### src/rtl/fifo_frame_pkg.sv
// rtl/fifo_frame_pkg.sv - shared types and trailer helpers for the frame writer/reader pair
package fifo_frame_pkg;

  typedef enum logic [1:0] {
    PAYLOAD = 2'd0,
    T_CNT   = 2'd1,
    T_SUM   = 2'd2,
    DRAIN   = 2'd3
  } wr_state_e;

  localparam int TRAILER_WORDS = 2;
  localparam int TRAILER_W     = 32;

  function automatic logic [TRAILER_W-1:0] csum_update(
    input logic [TRAILER_W-1:0] csum,
    input logic [TRAILER_W-1:0] word
  );
    return csum ^ word;
  endfunction

  // Trailer word 0 is the payload count, word 1 the XOR of the payload.
  function automatic logic [TRAILER_W-1:0] trailer_word(
    input logic                 idx,
    input logic [TRAILER_W-1:0] count,
    input logic [TRAILER_W-1:0] csum
  );
    return idx ? csum : count;
  endfunction

endpackage

### src/rtl/fifo_frame_writer_if.sv
// rtl/fifo_frame_writer_if.sv - payload stream and FIFO write port of the frame writer
interface fifo_frame_writer_if #(
  parameter int WIDTH = 8
);
  logic             s_valid;
  logic [WIDTH-1:0] s_data;
  logic             s_last;
  logic             s_ready;
  logic             fifo_full;
  logic             fifo_wen;
  logic [WIDTH-1:0] fifo_wdata;

  modport master (
    output s_valid, s_data, s_last, fifo_full,
    input  s_ready, fifo_wen, fifo_wdata
  );

  modport slave (
    input  s_valid, s_data, s_last, fifo_full,
    output s_ready, fifo_wen, fifo_wdata
  );
endinterface

### src/rtl/fifo_wr_stage.sv
// rtl/fifo_wr_stage.sv - single hold register in front of the async FIFO write port
module fifo_wr_stage #(
  parameter int WIDTH = 8
) (
  input  logic             clk_i,
  input  logic             rst_i,
  input  logic             load_i,
  input  logic [WIDTH-1:0] load_data_i,
  input  logic             fifo_full_i,
  output logic             free_o,
  output logic             wen_o,
  output logic [WIDTH-1:0] wdata_o
);

  logic             hv_q, hv_d;
  logic [WIDTH-1:0] hd_q, hd_d;

  // A pending word leaves the same cycle full drops, so the slot is reusable at once.
  assign free_o  = ~hv_q | ~fifo_full_i;
  assign wen_o   = hv_q & ~fifo_full_i & ~rst_i;
  assign wdata_o = hd_q;

  always_comb begin
    hv_d = hv_q;
    hd_d = hd_q;
    if (free_o) begin
      hv_d = load_i;
      if (load_i) begin
        hd_d = load_data_i;
      end
    end
  end

  always_ff @(posedge clk_i) begin
    if (rst_i) begin
      hv_q <= 1'b0;
      hd_q <= '0;
    end else begin
      hv_q <= hv_d;
      hd_q <= hd_d;
    end
  end

endmodule

### src/rtl/fifo_frame_writer.sv
// rtl/fifo_frame_writer.sv - frames a payload stream as words + count + XOR trailer into the async FIFO
module fifo_frame_writer
  import fifo_frame_pkg::*;
#(
  parameter int WIDTH   = 8,
  parameter int MAX_LEN = 16,
  parameter int CNT_W   = 16
) (
  input  logic                 wclk,
  input  logic                 rst,
  fifo_frame_writer_if.slave   bus,
  output logic [CNT_W-1:0]     frames_done,
  output logic                 trunc
);

  localparam logic [WIDTH-1:0] LAST_IDX = WIDTH'(MAX_LEN - 1);

  wr_state_e        state_q, state_d;
  logic [WIDTH-1:0] count_q;
  logic [WIDTH-1:0] csum_q;
  logic             drain_q;
  logic             trunc_q;
  logic [CNT_W-1:0] frames_done_q;

  logic             free;
  logic             acc;
  logic             ready;
  logic             load;
  logic [WIDTH-1:0] load_data;

  assign acc         = bus.s_valid & ready;
  assign bus.s_ready = ready;
  assign frames_done = frames_done_q;
  assign trunc       = trunc_q;

  fifo_wr_stage #(.WIDTH(WIDTH)) u_stage (
    .clk_i       (wclk),
    .rst_i       (rst),
    .load_i      (load),
    .load_data_i (load_data),
    .fifo_full_i (bus.fifo_full),
    .free_o      (free),
    .wen_o       (bus.fifo_wen),
    .wdata_o     (bus.fifo_wdata)
  );

  always_ff @(posedge wclk) begin
    if (rst) begin
      state_q <= PAYLOAD;
    end else begin
      state_q <= state_d;
    end
  end

  always_comb begin
    state_d = state_q;
    case (state_q)
      PAYLOAD: begin
        if (acc && (bus.s_last || count_q == LAST_IDX)) begin
          state_d = T_CNT;
        end
      end
      T_CNT: begin
        if (free) begin
          state_d = T_SUM;
        end
      end
      T_SUM: begin
        if (free) begin
          state_d = drain_q ? DRAIN : PAYLOAD;
        end
      end
      DRAIN: begin
        if (acc && bus.s_last) begin
          state_d = PAYLOAD;
        end
      end
      default: state_d = PAYLOAD;
    endcase
  end

  always_comb begin
    ready     = 1'b0;
    load      = 1'b0;
    load_data = bus.s_data;
    case (state_q)
      PAYLOAD: begin
        ready     = free & ~rst;
        load      = acc;
        load_data = bus.s_data;
      end
      T_CNT: begin
        load      = free;
        load_data = count_q;
      end
      T_SUM: begin
        load      = free;
        load_data = csum_q;
      end
      DRAIN: begin
        ready = ~rst;
      end
      default: begin
        ready = 1'b0;
      end
    endcase
  end

  // Frame bookkeeping; count/csum clear once the checksum word is in the hold register.
  always_ff @(posedge wclk) begin
    if (rst) begin
      count_q       <= '0;
      csum_q        <= '0;
      drain_q       <= 1'b0;
      trunc_q       <= 1'b0;
      frames_done_q <= '0;
    end else begin
      trunc_q <= 1'b0;
      case (state_q)
        PAYLOAD: begin
          if (acc) begin
            count_q <= count_q + 1'b1;
            csum_q  <= csum_q ^ bus.s_data;
            if (!bus.s_last && count_q == LAST_IDX) begin
              trunc_q <= 1'b1;
              drain_q <= 1'b1;
            end
          end
        end
        T_SUM: begin
          if (free) begin
            frames_done_q <= frames_done_q + 1'b1;
            count_q       <= '0;
            csum_q        <= '0;
          end
        end
        DRAIN: begin
          if (acc && bus.s_last) begin
            drain_q <= 1'b0;
          end
        end
        default: begin
          drain_q <= drain_q;
        end
      endcase
    end
  end

endmodule

### src/flat_wrapper.sv
// flat-port wrapper written by rule: the top's interface ports become plain ports
module fifo_frame_writer_flat import fifo_frame_pkg::*;
#(
  parameter int WIDTH   = 8,
  parameter int MAX_LEN = 16,
  parameter int CNT_W   = 16
)
  (wclk, rst, frames_done, trunc, bus_s_valid, bus_s_data, bus_s_last, bus_fifo_full, bus_s_ready, bus_fifo_wen, bus_fifo_wdata);
  fifo_frame_writer_if #(.WIDTH(WIDTH)) bus_i ();
  input  logic wclk;
  input  logic rst;
  output logic [CNT_W-1:0] frames_done;
  output logic trunc;
  input wire logic [$bits(bus_i.s_valid)-1:0] bus_s_valid;
  input wire logic [$bits(bus_i.s_data)-1:0] bus_s_data;
  input wire logic [$bits(bus_i.s_last)-1:0] bus_s_last;
  input wire logic [$bits(bus_i.fifo_full)-1:0] bus_fifo_full;
  output wire logic [$bits(bus_i.s_ready)-1:0] bus_s_ready;
  output wire logic [$bits(bus_i.fifo_wen)-1:0] bus_fifo_wen;
  output wire logic [$bits(bus_i.fifo_wdata)-1:0] bus_fifo_wdata;
  assign bus_i.s_valid = bus_s_valid;
  assign bus_i.s_data = bus_s_data;
  assign bus_i.s_last = bus_s_last;
  assign bus_i.fifo_full = bus_fifo_full;
  assign bus_s_ready = bus_i.s_ready;
  assign bus_fifo_wen = bus_i.fifo_wen;
  assign bus_fifo_wdata = bus_i.fifo_wdata;
  fifo_frame_writer #(.WIDTH(WIDTH), .MAX_LEN(MAX_LEN), .CNT_W(CNT_W)) u_core (.wclk(wclk), .rst(rst), .bus(bus_i), .frames_done(frames_done), .trunc(trunc));
endmodule
### config.mk
export PLATFORM = sky130hd
export DESIGN_NAME = fifo_frame_writer_flat
export DESIGN_NICKNAME = d
export VERILOG_FILES = /design/src/rtl/fifo_frame_pkg.sv /design/src/rtl/fifo_frame_writer_if.sv /design/src/rtl/fifo_wr_stage.sv /design/src/rtl/fifo_frame_writer.sv /design/src/flat_wrapper.sv
export SDC_FILE = /design/constraint.sdc
export NUM_CORES = 1
export LEC_CHECK = 0
export ABC_CLOCK_PERIOD_IN_PS = 2230
export BUFFER_PORTS_ARGS = -buffer_cell sky130_fd_sc_hd__buf_2
export CORE_ASPECT_RATIO = 0.7
export CORE_MARGIN = 2
export CORE_UTILIZATION = 40
export CTS_CLUSTER_DIAMETER = 100
export DETAILED_ROUTE_END_ITERATION = 6
export PLACE_DENSITY = 0.64
export SKIP_LAST_GASP = 1
export SLEW_MARGIN = 20
export SYNTH_ARGS = -nofsm -noshare
export SYNTH_HDL_FRONTEND = slang
export SYNTH_SLANG_ARGS = --single-unit
### constraint.sdc
create_clock -name wclk -period 2.23 [get_ports wclk]
set_input_delay 0.223 -clock wclk [delete_from_list [all_inputs] [get_ports wclk]]
set_output_delay 0.223 -clock wclk [all_outputs]
set_load 0.05 [all_outputs]
==> results.txt, run 1 <==
* Die extent in y: 66.59 µm
- Power density normalized to cell area: between 700 and 800 nW/µm²
- The min-delay analysis places its worst path in the category input port to flop.
* Switching share of power: 36.89%
- Yosys printed 0 warnings.
- Once layout is complete, the utilization of the core stands at 49.74%.
- The average instance in the mapped netlist occupies 8.642 µm².
- When the netlist entered floorplanning its net count stood at 279.
- For this run the aggregate overflow at the end of global routing stands at 0.
- Number of register bits inferred by synthesis: 45
- Worst slew margin relative to its limit: 68.26%
- After detailed routing, the average wire length per cell comes to about 14 µm.
- Most used DFF post-synth: sky130_fd_sc_hd__dfxtp_1
* Final setup skew: ~6.3 ps
* Overall track demand over capacity in global routing: 17.51%
* Time the worst path needs with I/O delays and setup: 2145 ps
- Clock Latency Late Sink: ~300 ps
- Max-cap violations in this run came to 0.
- Clock root buffer: sky130_fd_sc_hd__clkbuf_8
- Maximum number of buffers from clock root to sink: 2
- Rows: 22
- Vias after detailed routing: 1946
- The floorplan step set the die width to 93.41 µm.
- Once detail routing completed, the nets flagged for antenna violations numbered 0.
- The flow ran to the end, and the final reports show no timing, DRC or antenna violations.
- Final setup violation count: 0
- Wirelength, routed: a little over 5000 µm
- DPL Wire Length: approximately 3500 µm
- The finished layout holds approximately 370 standard cells, fillers aside.
* Cell taking the most area after synthesis: sky130_fd_sc_hd__dfxtp_1
- Of all nets on the critical path, the largest fanout is 4.
- Summed over all cells, the static leakage comes to around 0.0011 µW.
- Portion of total power attributed to combinational logic: between 30 and 40%
- Largest net degree at the start of global routing: 31
- The layer flagged by global routing as most heavily used is met1.
- The die covers between 6000 and 7000 µm².
* Combined area of all synthesized cells: around 2200 µm²
* Share of the synthesized area in the top cell type: 40.25%
- Initial antenna violation count: 0
- At the worst endpoint, the required time is 2460 ps.
* Endpoint type of the worst setup path: flop
* Global-route wire length before repair: 8466 µm
* Total design power: 2061 µW
- Hold_buf cts: 0
- The internal power of the cells totals 1301 µW.
* Number of unique standard cell types used by synthesis: 42
* I/O Buffers: 39
- The pre-antenna-repair detailed-routing pass consisted of 4 iterations.
* Number of levels in the clock H-tree: 2
* Placed Instances: 363
- For this configuration, the core starts out at a cell density of between 40% and 50%.
- Sequential cell fraction of total power: 44.0%
- Highest attainable clock frequency: approximately 470 MHz
- Switching power: 760.4 µW
* Global-route met1 utilization: 26.12%
- Leading cell type in the layout, fill and taps excluded: sky130_fd_sc_hd__nor2_1
- Fraction of registers with async set/reset: 0%
- RePlAce Congestion: 0.7890
- DR vias/cell: 5.231
* Final net count: 319
* Post-route clock period utilization: 96.18%
* Global-route track usage on met3: roughly 3.7%
- Startpoint Class: flop
* Number of antenna cells inserted: 0
* Final Hold Fails: 0
- In this run, synthesis inferred 0 flip-flops with an integrated enable.
- The clock net in this run drives a total of between 40 and 50 sinks.
- The floorplan step defined a core boundary enclosing 5313 µm².
- In this run the count of I/O pins placed on the die edge is 40.
- The area growth from synthesis to layout is 18.05%.
- The setup path with the least slack is of type flop to flop.
- The via count of the first global-routing pass is between 1500 and 2000.
- TritonCTS built the clock tree.
- The max-slew violation count was 0.
- Fraction of layout instances using a drive strength above 1: 23.33%
* Data arrival time of the worst path: 2380 ps
* Transition time at the pin with the least slew margin: 476.0 ps
* Most used cells in the layout excluding fill and tap cells: sky130_fd_sc_hd__nor2_1, sky130_fd_sc_hd__dfxtp_1, sky130_fd_sc_hd__buf_2, sky130_fd_sc_hd__xor2_1, sky130_fd_sc_hd__a21oi_1
- Max IR drop VDD: 0.4290 mV
- Share of synthesized area occupied by flip-flops and latches: 40.25%
* Clock network fraction of total power: 25.4%
* Post-Route Hold Slack: 166.1 ps
* Clock transition at the registers of the reported paths: 90 ps
- The layout has 535 filler cells.
* Violation count after the first detailed-routing iteration: 113
- Cts bufs inserted: 5
- Ranking of synthesized cells by area: sky130_fd_sc_hd__dfxtp_1, sky130_fd_sc_hd__xor2_1, sky130_fd_sc_hd__nor2_1
* Number of remaining DRC errors: 0
* Met2 track demand over resource in global routing: around 24%
* Mapped Cells: 259
layout make-up:
| type | instances | area [µm²] | area share [%] |
|---|---|---|---|
| Multi-Input combinational cell | 194 | 1260 | 47.68 |
| Sequential cell | 45 | 902.1 | 34.14 |
| Timing Repair Buffer | 48 | 281.5 | 10.65 |
| Tap cell | 72 | 90.09 | 3.409 |
| Clock buffer | 5 | 68.82 | 2.604 |
| Clock inverter | 3 | 21.27 | 0.8049 |
| Inverter | 5 | 18.77 | 0.7102 |
cell usage after synthesis (2+ instances only):
library cell / n
sky130_fd_sc_hd__nand4_1: 5
sky130_fd_sc_hd__o21ai_1: 2
sky130_fd_sc_hd__nand3_1: 4
sky130_fd_sc_hd__or3_1: 3
sky130_fd_sc_hd__buf_6: 2
sky130_fd_sc_hd__buf_1: 2
sky130_fd_sc_hd__and3b_1: 2
sky130_fd_sc_hd__o21ai_2: 6
sky130_fd_sc_hd__nand2_1: 10
sky130_fd_sc_hd__or4_1: 2
sky130_fd_sc_hd__o211ai_1: 4
sky130_fd_sc_hd__a211oi_1: 9
sky130_fd_sc_hd__xnor2_1: 4
sky130_fd_sc_hd__nor2b_1: 2
sky130_fd_sc_hd__clkbuf_1: 8
sky130_fd_sc_hd__and4_1: 2
sky130_fd_sc_hd__and2_1: 4
sky130_fd_sc_hd__nor2_1: 53
sky130_fd_sc_hd__xor2_1: 24
sky130_fd_sc_hd__dfxtp_1: 45
sky130_fd_sc_hd__nor3_1: 4
sky130_fd_sc_hd__inv_1: 5
sky130_fd_sc_hd__o2111ai_1: 2
sky130_fd_sc_hd__a22oi_1: 8
sky130_fd_sc_hd__a21oi_1: 15
sky130_fd_sc_hd__ha_1: 7
sky130_fd_sc_hd__buf_2: 2
sky130_fd_sc_hd__and3_1: 5
sky130_fd_sc_hd__o21ai_0: 5
metal layers:
| layer | share of wire [%] | wire [µm] |
|---|---|---|
| met5 | 0 | 0 |
| met4 | 1.0 | 52 |
| met3 | 5.5 | 285 |
| met2 | 43 | 2199 |
| met1 | 51 | 2613 |
what timing repair did:
| item | CTS | global route |
|---|---|---|
| setup endpoints to repair | 1 | 2 |
| gates resized for setup | 2 | 3 |
| pin swaps | 0 | 2 |
| hold endpoints to repair | 0 | 0 |
| setup buffers | 0 | 1 |
cell families after synthesis:
kind of cell    after synthesis  share of synthesized area [%]
simple gates                102                          22.36
compound gates               56                          17.78
flops                        45                          40.25
xor+xnor                     28                          10.96
buf+inv                      20                          4.304
fa+ha+maj                     7                          3.913
mux                           1                         0.4472
power by group through the flow:
stage                     clock network, µW  logic (µW)  registers [µW]
after floorplan                           0         331            1030
after global placement                    0         590             922
after detailed placement                  0         594             924
after CTS                               539         600             906
after global routing                    569         687             916
final                                   523         632             906
critical path, cell delays in order (launching register included):
cell,delay (ps)
sky130_fd_sc_hd__dfxtp_2,350
sky130_fd_sc_hd__inv_1,150
sky130_fd_sc_hd__ha_4,240
sky130_fd_sc_hd__or3b_4,420
sky130_fd_sc_hd__o211ai_1,250
sky130_fd_sc_hd__o2111ai_2,200
sky130_fd_sc_hd__or3_1,340
sky130_fd_sc_hd__a21oi_1,140
worst paths after layout:
kind | startpoint | slack [ps] | to | cells after the start
min reg2reg | u_core.u_stage.wdata_o[7]$_SDFFE_PP0P_ | 490 | u_core.u_stage.wdata_o[7]$_SDFFE_PP0P_ | 2
min | rst | 170 | u_core.u_stage.wdata_o[4]$_SDFFE_PP0P_ | 2
max | u_core.state_q[0]$_SDFFE_PP0P_ | 90 | u_core.state_q[1]$_SDFFE_PP0P_ | 7
max reg2reg | u_core.state_q[0]$_SDFFE_PP0P_ | 90 | u_core.state_q[1]$_SDFFE_PP0P_ | 7
stage by stage:
| stage | cell area, µm² | setup WS (ps) | setup TNS, ps |
|---|---|---|---|
| 2_1_floorplan | 2238 | 191.7 | 0 |
| 3_5_place_dp | 2519 | 88.81 | 0 |
| 4_1_cts | 2613 | 38.66 | 0 |
| 5_1_grt | 2643 | -58.46 | -58.46 |
| 3_3_place_gp | 2519 | 134.4 | 0 |
| 6_report | 2643 | 85.18 | 0 |
flip-flops by register name, summed over array words and instances, names as in the netlist:
register and count:
u_core.frames_done 16, u_core.count_q 8, u_core.csum_q 8, u_core.u_stage.wdata_o 8
u_core.state_q 2, u_core.drain_q 1, u_core.trunc 1, u_core.u_stage.hv_q 1
Power figures use the tool's default switching activity.
==> run 2: changes to the inputs <==
Settings changed: CORE_MARGIN 2 to 5.
==> run 2 against run 1 <==
Against the previous run: flip-flop and latch count is the same; critical endpoint unchanged; via count down 2.3%; power is 4.3% higher; worst setup slack improved by 12 ps; critical path type unchanged; hold slack improved by 16 ps; first-iteration DRC count decreased by 29%; fmax rose by 0.54%; sequential power hardly changed.
==> results.txt, run 2 (synthesis results as in run 1) <==
* Outcome: finished clean
- The post-route netlist has 22.41% of its cells at a drive strength greater than 1.
- The tree built by TritonCTS fans out to 45 sinks.
- The worst path in the final design needs a cycle of 2133 ps, including I/O delays and setup.
- Entering global routing, the biggest net connects 31 pins.
- Worst-case register-to-register setup slack: 100 ps
- The max-slew violation count is 0.
- Full die area: 7216 µm²
- Routed wirelength normalized by instance count: 13.85 µm
- 0 antenna diodes ended up in the layout.
* Final net count: 318
- The path class of the tightest hold or removal check is input port to flop.
- Final setup violation count: 0
- Number of remaining DRC errors: 0
* Final Hold Fails: 0
- Measured along the y axis, the die boundary spans 72.59 µm.
- Start point of the worst min-delay path: rst
- Total leakage power: 0.001115 µW
* Hold Path Sink: u_core.u_stage.wdata_o[4]$_SDFFE_PP0P_
- The die is 99.41 µm wide.
- In this run the number of H-tree levels came out at 2.
- Clock root buffer: sky130_fd_sc_hd__clkbuf_8
- Clock transition at the registers of the reported paths: about 90 ps
- Endpoint type of the worst setup path: flop
- 40 I/O pins were placed.
- The worst pin sits at a relative slew slack of 66.56%.
* Most used cells in the layout excluding fill and tap cells: sky130_fd_sc_hd__nor2_1, sky130_fd_sc_hd__dfxtp_1, sky130_fd_sc_hd__buf_2, sky130_fd_sc_hd__xor2_1, sky130_fd_sc_hd__a21oi_1
* Power density normalized to cell area: 810.8 nW/µm²
* Leftover overflow at the end of global routing: 0
* Slowest cell delay on critical path: 430 ps
- The detailed router put a total of 2550 µm of wire on met1.
- Cells on Worst Hold Path: 2
* Max FFs per register: 16
- After layout, the worst path uses a little over nine tenths of the clock period.
- The filler cells instantiated in the layout total ~540.
* Overall track demand over capacity in global routing: 14.38%
- TritonCTS clock tree: built
- Highest routed layer: met4
- Setup repair after global routing missed its margin: true
- Count of maximum capacitance violations: 0
- After detailed placement, the design holds a cell count of about 360.
- Met2 WL post-DR: 2349 µm
- Setup slack closes at approximately 97 ps.
- Leading cell type in the layout, fill and taps excluded: sky130_fd_sc_hd__nor2_1
- Endpoint required time on the critical path: roughly 2500 ps
- Number of gates given a new drive strength after cts: 2
- Based on the critical path, the design can be clocked at up to around 470 MHz.
- The routed layout has 1901 vias.
* Hold_buf cts: 0
* Maximum number of buffers from clock root to sink: 2
- For this configuration, the core starts out at a cell density of 41.92%.
- Prior to clock tree synthesis, the placed netlist has a worst setup slack of about 90 ps.
- Transition time at the pin with the least slew margin: 501.5 ps
* CP cell instances: inv_1, ha_1, or3b_4, o211ai_1, o2111ai_1, or3_1, a21oi_1
* RePlAce Congestion: between 0.8 and 0.9
* Max IR drop VDD: 0.4277 mV
- WS Path Type: flop to flop
- Post-route non-filler standard cell count: 371
- Cts bufs inserted: 5
- Antenna-violating nets left: 0
- Register area: 902.1 µm²
* DPL Wire Length: 3667 µm
- Clock latency on the worst-skew pair, taken at its later pin, is 290 ps.
- Post-CTS Setup Repair Bufs: 0
* Startpoint Class: flop
- Vias in the first global route: roughly 1700
- Count of cells along the worst register-to-register path: 7
- Rows: 22
- Relative to the synthesized area, the layout overhead comes to 18.45%.
* Launch instance of the worst register-to-register path: u_core.state_q[0]$_SDFFE_PP0P_
* DR vias/cell: 5.124
- The core region is 5340 µm².
- Area occupied by multi-input gates: 1246 µm²
- In this run the worst path has a maximum fanout of 4.
* Global-route wire length before repair: 8383 µm
- Clock skew on the completed layout was measured at 9.309 ps.
- STA puts the critical path data arrival time at between 2000 and 2500 ps.
- Input and output buffers added on the ports amount to 39.
* Critical path's slowest cell: sky130_fd_sc_hd__or3b_4
* Final cell utilization of the core: 49.65%
- Summed over all layers, the routed wires come to 5137 µm.
- Violation count after the first detailed-routing iteration: 80
* Detailed-router iteration count before antenna repair: 4
- The initial antenna violation count came to 0.
- Critical R2R Capture: u_core.state_q[1]$_SDFFE_PP0P_
- Wire segments on met3 add up to 224 µm in the final route.
==> run 2: layer usage <==
metal  global-route usage, %  vias to the layer above
li1                        -                      973
met1                   20.52                      896
met2                   22.02                       30
met3                   3.820                        2
met4                   2.727                        0
met5                       0                        -
==> run 2: how the worst max path moves through the flow <==
stage	slack, ps	start	to	depth (start not counted)
detailed placement	90	u_core.state_q[0]$_SDFFE_PP0P_	u_core.state_q[1]$_SDFFE_PP0P_	7
CTS	40	u_core.state_q[0]$_SDFFE_PP0P_	bus_s_ready	6
finish	100	u_core.state_q[0]$_SDFFE_PP0P_	u_core.state_q[1]$_SDFFE_PP0P_	7
global placement	140	u_core.state_q[0]$_SDFFE_PP0P_	u_core.state_q[1]$_SDFFE_PP0P_	7
global route	-8	u_core.state_q[0]$_SDFFE_PP0P_	u_core.state_q[1]$_SDFFE_PP0P_	7
floorplan	190	u_core.state_q[0]$_SDFFE_PP0P_	u_core.count_q[4]$_SDFFE_PP0P_	8
==> run 2: power breakdown <==
| part | total, µW | switching [µW] | internal [µW] |
|---|---|---|---|
| logic | 611 | 409 | 202 |
| registers | 907 | 42.3 | 865 |
| clock network | 631 | 266 | 366 |
==> run 2: through the flow <==
stage | setup TNS (ps) | cell area [µm²] | hold slack [ps] | power [µW]
after floorplan | 0 | 2238 | 404.9 | 1361
after global placement | 0 | 2519 | 468.1 | 1512
after detailed placement | 0 | 2519 | 477.2 | 1522
after CTS | 0 | 2639 | 179.0 | 2164
after global routing | -7.523 | 2651 | 198.9 | 2278
final | 0 | 2651 | 182.2 | 2150
==> run 2: critical path: cells and delay by family (launching register included) <==
family | cells | cell delay [ps]
simple gates | 2 | 780
compound gates | 3 | 520
flops | 1 | 360
fa+ha+maj | 1 | 320
buf+inv | 1 | 80
==> run 2: cell type report <==
| class | count | area share (%) |
|---|---|---|
| Clock buffer | 7 | 3.256 |
| Clock inverter | 1 | 1.133 |
| Inverter | 5 | 0.7079 |
| Multi-Input combinational cell | 194 | 47.00 |
| Sequential cell | 45 | 34.03 |
| Tap cell | 72 | 3.398 |
| Timing Repair Buffer | 47 | 10.48 |
